[src/rtl/cas_tape_capture.sv]
// Sord M5 cassette save-stream capture: decodes tape-out cycle lengths into
// framed bytes and queues them in a small FIFO for HPS upload.
module cas_tape_capture #(
    parameter logic [15:0] SHORT_MAX  = 16'd3000,
    parameter logic [15:0] LONG_MAX   = 16'd6000,
    parameter logic [15:0] IDLE_TICKS = 16'd20000,
    parameter int          DEPTH_LOG2 = 4
) (
    input  logic                  clk_i,
    input  logic                  reset_i,
    input  logic                  clk_en_i,
    input  logic                  cas_i,
    input  logic                  ioctl_upload_i,
    input  logic                  ioctl_rd_i,
    output logic [7:0]            ioctl_din_o,
    output logic                  rec_active_o,
    output logic [DEPTH_LOG2:0]   fifo_level_o,
    output logic [15:0]           byte_count_o,
    output logic                  frame_err_o,
    output logic                  overflow_o,
    output logic                  underrun_o
);

    localparam logic [1:0] ST_IDLE = 2'd0;
    localparam logic [1:0] ST_HUNT = 2'd1;
    localparam logic [1:0] ST_DATA = 2'd2;
    localparam logic [1:0] ST_STOP = 2'd3;
    localparam int DEPTH = 1 << DEPTH_LOG2;
    localparam logic [DEPTH_LOG2:0] PTR_ONE = {{DEPTH_LOG2{1'b0}}, 1'b1};

    logic                  cas_prev_r;
    logic [15:0]           period_r;
    logic [1:0]            state_r;
    logic [2:0]            bit_idx_r;
    logic [7:0]            shift_r;
    logic [7:0]            mem_r [DEPTH];
    logic [DEPTH_LOG2:0]   wr_ptr_r;
    logic [DEPTH_LOG2:0]   rd_ptr_r;

    logic rise_s;
    logic is_one_s;
    logic is_zero_s;
    logic timeout_s;
    logic empty_s;
    logic full_s;
    logic push_s;
    logic pop_s;
    logic accept_s;

    // Edge, classification and FIFO handshake decode.
    always_comb begin
        rise_s    = clk_en_i & ~cas_prev_r & cas_i;
        is_one_s  = (period_r < SHORT_MAX);
        is_zero_s = ~is_one_s & (period_r < LONG_MAX);
        timeout_s = (state_r != ST_IDLE) && (period_r >= IDLE_TICKS);
        empty_s   = (wr_ptr_r == rd_ptr_r);
        full_s    = (wr_ptr_r[DEPTH_LOG2] != rd_ptr_r[DEPTH_LOG2]) &&
                    (wr_ptr_r[DEPTH_LOG2-1:0] == rd_ptr_r[DEPTH_LOG2-1:0]);
        if (!timeout_s && rise_s && state_r == ST_STOP && is_one_s) begin
            push_s = 1'b1;
        end else begin
            push_s = 1'b0;
        end
        pop_s    = ioctl_rd_i & ioctl_upload_i & ~empty_s;
        // A pop in the same cycle frees the slot a full FIFO needs.
        accept_s = push_s & (~full_s | pop_s);
    end

    // Tape level history and saturating period counter in enabled ticks.
    always_ff @(posedge clk_i or posedge reset_i) begin
        if (reset_i) begin
            cas_prev_r <= 1'b0;
            period_r   <= 16'd0;
        end else if (clk_en_i) begin
            cas_prev_r <= cas_i;
            if (rise_s) begin
                period_r <= 16'd1;
            end else if (period_r != 16'hFFFF) begin
                period_r <= period_r + 16'd1;
            end
        end
    end

    // Frame FSM: leader hunt, start bit, eight LSB-first data bits, stop bit.
    always_ff @(posedge clk_i or posedge reset_i) begin
        if (reset_i) begin
            state_r      <= ST_IDLE;
            bit_idx_r    <= 3'd0;
            shift_r      <= 8'h00;
            rec_active_o <= 1'b0;
            frame_err_o  <= 1'b0;
        end else if (timeout_s) begin
            state_r      <= ST_IDLE;
            rec_active_o <= 1'b0;
            bit_idx_r    <= 3'd0;
        end else if (rise_s) begin
            case (state_r)
                ST_IDLE: begin
                    state_r      <= ST_HUNT;
                    rec_active_o <= 1'b1;
                end
                ST_HUNT: begin
                    if (is_zero_s) begin
                        state_r   <= ST_DATA;
                        bit_idx_r <= 3'd0;
                    end
                end
                ST_DATA: begin
                    if (!is_one_s && !is_zero_s) begin
                        state_r <= ST_HUNT;
                    end else begin
                        shift_r <= {is_one_s, shift_r[7:1]};
                        if (bit_idx_r == 3'd7) begin
                            state_r <= ST_STOP;
                        end else begin
                            bit_idx_r <= bit_idx_r + 3'd1;
                        end
                    end
                end
                ST_STOP: begin
                    if (!is_one_s) begin
                        frame_err_o <= 1'b1;
                    end
                    state_r <= ST_HUNT;
                end
                default: begin
                    state_r <= ST_IDLE;
                end
            endcase
        end
    end

    // Byte storage; contents are don't-care until written.
    always_ff @(posedge clk_i) begin
        if (accept_s) begin
            mem_r[wr_ptr_r[DEPTH_LOG2-1:0]] <= shift_r;
        end
    end

    // FIFO pointers, level, counters, upload read port and sticky flags.
    always_ff @(posedge clk_i or posedge reset_i) begin
        if (reset_i) begin
            wr_ptr_r     <= '0;
            rd_ptr_r     <= '0;
            fifo_level_o <= '0;
            byte_count_o <= 16'd0;
            ioctl_din_o  <= 8'h00;
            overflow_o   <= 1'b0;
            underrun_o   <= 1'b0;
        end else begin
            if (accept_s) begin
                wr_ptr_r <= wr_ptr_r + PTR_ONE;
                if (byte_count_o != 16'hFFFF) begin
                    byte_count_o <= byte_count_o + 16'd1;
                end
            end
            if (push_s && !accept_s) begin
                overflow_o <= 1'b1;
            end
            if (ioctl_rd_i && ioctl_upload_i) begin
                if (empty_s) begin
                    ioctl_din_o <= 8'h00;
                    underrun_o  <= 1'b1;
                end else begin
                    ioctl_din_o <= mem_r[rd_ptr_r[DEPTH_LOG2-1:0]];
                    rd_ptr_r    <= rd_ptr_r + PTR_ONE;
                end
            end
            case ({accept_s, pop_s})
                2'b10:   fifo_level_o <= fifo_level_o + PTR_ONE;
                2'b01:   fifo_level_o <= fifo_level_o - PTR_ONE;
                default: fifo_level_o <= fifo_level_o;
            endcase
        end
    end

endmodule
[config.mk]
export PLATFORM = sky130hd
export DESIGN_NAME = cas_tape_capture
export DESIGN_NICKNAME = d
export VERILOG_FILES = /design/src/rtl/cas_tape_capture.sv
export SDC_FILE = /design/constraint.sdc
export NUM_CORES = 1
export LEC_CHECK = 0
export BUFFER_PORTS_ARGS = -buffer_cell sky130_fd_sc_hd__buf_2
export CORE_MARGIN = 8
export CORE_UTILIZATION = 61
export DETAILED_ROUTE_END_ITERATION = 10
export PLACE_DENSITY = 0.79
export SLEW_MARGIN = 20
export SYNTH_ARGS = -nofsm -noshare
export SYNTH_HDL_FRONTEND = slang
export SYNTH_SLANG_ARGS = --single-unit
[constraint.sdc]
create_clock -name clk_i -period 3.3 [get_ports clk_i]
set_clock_uncertainty 0.15 [all_clocks]
set_input_delay 0.33 -clock clk_i [delete_from_list [all_inputs] [get_ports clk_i]]
set_output_delay 0.33 -clock clk_i [all_outputs]
set_load 0.05 [all_outputs]
==> summary.txt <==
Routed WL = 17.8 mm
PD cells = 635 mW/mm²
Max Cap Viol = 0
Actual slew at the worst max-slew pin = 735 ps
RSZ-0062 raised after global routing = false
Multi-input logic area = 0.00279 mm²
Via-to-Cell Ratio = 6.17
Final HPWL DP = 11.5 mm
Flops & latches, synth = 201
Finish-stage setup viols = 0
R2r worst-path depth = 10
Initial DRC Count = 506
Die Area = 0.0182 mm²
Most frequent cells in the layout = 128 x edfxtp_1, 72 x dfrtp_1, 41 x nor2_1
Non-filler instance count after layout = 794
Via count = 4,900
Primary FF master, synth = edfxtp_1
Worst min path class = primary input to flop
Cells after DPL = 754
Fmax achieved = 332 MHz
Slew headroom = 50.9%
H-tree depth = 1
Crit Path Class = flop to flop
Setup Fix Bufs, Post-CTS = 0
Initial antenna violation count = 0
Number of CTS-inserted buffers = 20
GRT Total Usage = 20.1%
Layout cells sized above 1 = 26.9%
Setup crit start = period_r[11]$_DFFE_PP0P_
Startpoint Class = flop
Maximum root-to-sink buffer count = 3
Clock latency on the worst-skew pair = 490 ps
Slew Limit Fails = 0
Critical path buffers and inverters = 0
CP Capture Type = flop
Post-layout min period = 3020 ps
Initial Utilization = 62.3%
Post-synth EDFFs = 128
Leak = 4.15 nW
Most common cell after layout, fill and taps aside = edfxtp_1
Biggest cell delay along the critical path = 530 ps
Filler instances = 824
Worst setup margin = 284 ps
# port buffers = 38
Number of remaining DRC errors = 0
Slowest cell on crit path = dfrtp_1
Die Y = 135 µm
Crit path max-delay family = simple AND/OR/NAND/NOR gates
Die width = 135 µm
Worst path required time = 3570 ps
Clock transition at the registers of the reported paths = 60 ps
Drt pass-1 iters = 5
CTS tree = built
Status = completed
Syn Area/Cell = 16.3 µm²
Number of global-route vias before repair = 5,048
Final hold vios = 0
Gpl congestion = 0.857
Global-route wire length before repair = 28.3 mm
CP Max Fanout = 8
Total core area = 0.0138 mm²
Power, Total = 6.22 mW
VDD IR-drop max = 0.000443 V
Grt total ovfl = 0
Post-Syn Area = 0.00862 mm²
Num rows = 43
Post-DRT Antenna Nets = 0
Root buf cell = clkbuf_16
Syn_nets = 553
# IOs = 39
Count of cell types in the netlist = 53
Sum Neg Setup Slack = 0 ps
Arr. time, crit path = 3280 ps
Clock Sinks = 201
Wire per inst = 22.4 µm
Place WS = 389 ps
Fin crit share = 91.4%
Pin count of the biggest net entering global routing = 40
Cells after synthesis = 530
YS warnings = 0
Register area = 0.00567 mm²
Worst r2r dst = fifo_level_o[4]$_DFFE_PP0P_
Worst reg2reg setup slack = 280 ps
FFs w/ async S/R, synth = 36.3%
Sequential share of the synthesized area = 65.8%
Nets = 624
Synthesis-to-layout area growth = 13.7%
CP endpoint = fifo_level_o[4]$_DFFE_PP0P_
Antenna diode count = 0
CP cell instances = or2b_2 -> o311ai_4 -> nor2_1 -> nor2_1 -> ha_1 -> a21o_1 -> a21oi_1 -> nor4_1 -> a21oi_1 -> xnor2_1
Hold Slack = 200 ps
R2r startpoint = period_r[11]$_DFFE_PP0P_
Crit path depth = 10
Yosys cell counts, types with 7 or more instances:
library cell	n	area share (%)
xor2_1	25	2.5
nor2_1	41	1.8
a21oi_1	8	0.46
nor4_1	7	0.51
nand2_1	29	1.3
edfxtp_1	128	45
inv_1	12	0.52
mux2_2	14	1.8
nand4_1	11	0.80
mux4_2	40	10
nor3_1	12	0.70
dfrtp_1	73	21
xnor2_1	21	2.1
ha_1	16	2.3
a22o_1	10	1.0
nand3_1	12	0.70
per-layer routing:
layer / wire length (µm) / GRT usage (%)
met5: 0 / 0
met4: 401 / 6.55
met3: 1080 / 2.93
met2: 8970 / 33.7
met1: 7300 / 26.5
sequential cells by signal, summed over array words and instances, names as in the netlist:
| name | flops |
|---|---|
| shift_r | 8 |
| state_r | 2 |
| ioctl_din_o | 8 |
| frame_err_o | 1 |
| rec_active_o | 1 |
| period_r | 16 |
| fifo_level_o | 5 |
| rd_ptr_r | 5 |
| underrun_o | 1 |
| overflow_o | 1 |
| cas_prev_r | 1 |
| wr_ptr_r | 5 |
| mem_r | 128 |
| bit_idx_r | 3 |
| byte_count_o | 16 |
kinds of logic (layout without fill, tap and decap cells):
group	count (synthesis)	count (layout)	share of synthesized area, %
muxes	57	57	12.8
and+or+nand+nor	134	134	7.85
adders and majority gates	17	17	2.55
buffers and inverters	30	114	1.86
DFF	201	201	65.8
AOI/OAI and AO/OA	45	45	4.50
xor gates and xnor gates	46	46	4.67
worst min-delay path, delay by kind of cell:
| kind | cells | cell delay, ps |
|---|---|---|
| AOI/OAI and AO/OA | 2 | 380 |
| buffers and inverters | 1 | 100 |
timing repair:
| action | CTS | global route |
|---|---|---|
| endpoints found under the hold margin | 36 | 0 |
| hold buffers | 5 | 0 |
| resized for setup | 0 | 0 |
per-stage QoR:
| stage | util [%] | instance area (µm²) |
|---|---|---|
| finish | 70.9 | 9800 |
| global route | 70.9 | 9800 |
| CTS | 70.9 | 9800 |
| detailed placement | 65.9 | 9110 |
| global placement | 65.9 | 9110 |
| floorplan | - | 8620 |
where the power goes:
part / switching, mW / internal, mW
sequential: 0.123 / 2.76
combinational: 0.659 / 0.482
clock: 0.908 / 1.29
worst min path at each step:
stage                                  startpoint                       to  slack [ps]  depth (start not counted)
after floorplan           wr_ptr_r[4]$_DFFE_PP0P_  wr_ptr_r[4]$_DFFE_PP0P_         310                          1
after global placement    frame_err_o$_DFFE_PP0P_  frame_err_o$_DFFE_PP0P_         310                          1
after detailed placement   underrun_o$_DFFE_PP0P_   underrun_o$_DFFE_PP0P_         310                          1
after CTS                              ioctl_rd_i   overflow_o$_DFFE_PP0P_         190                          3
after global routing                   ioctl_rd_i   overflow_o$_DFFE_PP0P_         230                          3
final                                  ioctl_rd_i   overflow_o$_DFFE_PP0P_         200                          3
final cells by class:
class / count / share of cell area, %
inverters: 12 / 0.460
flip-flops and latches: 201 / 57.9
well taps: 180 / 2.30
multi-input cells: 299 / 28.5
repair buffers: 67 / 4.42
clock buffers: 29 / 5.87
clock inverters: 6 / 0.600
Power figures use the tool's default switching activity.
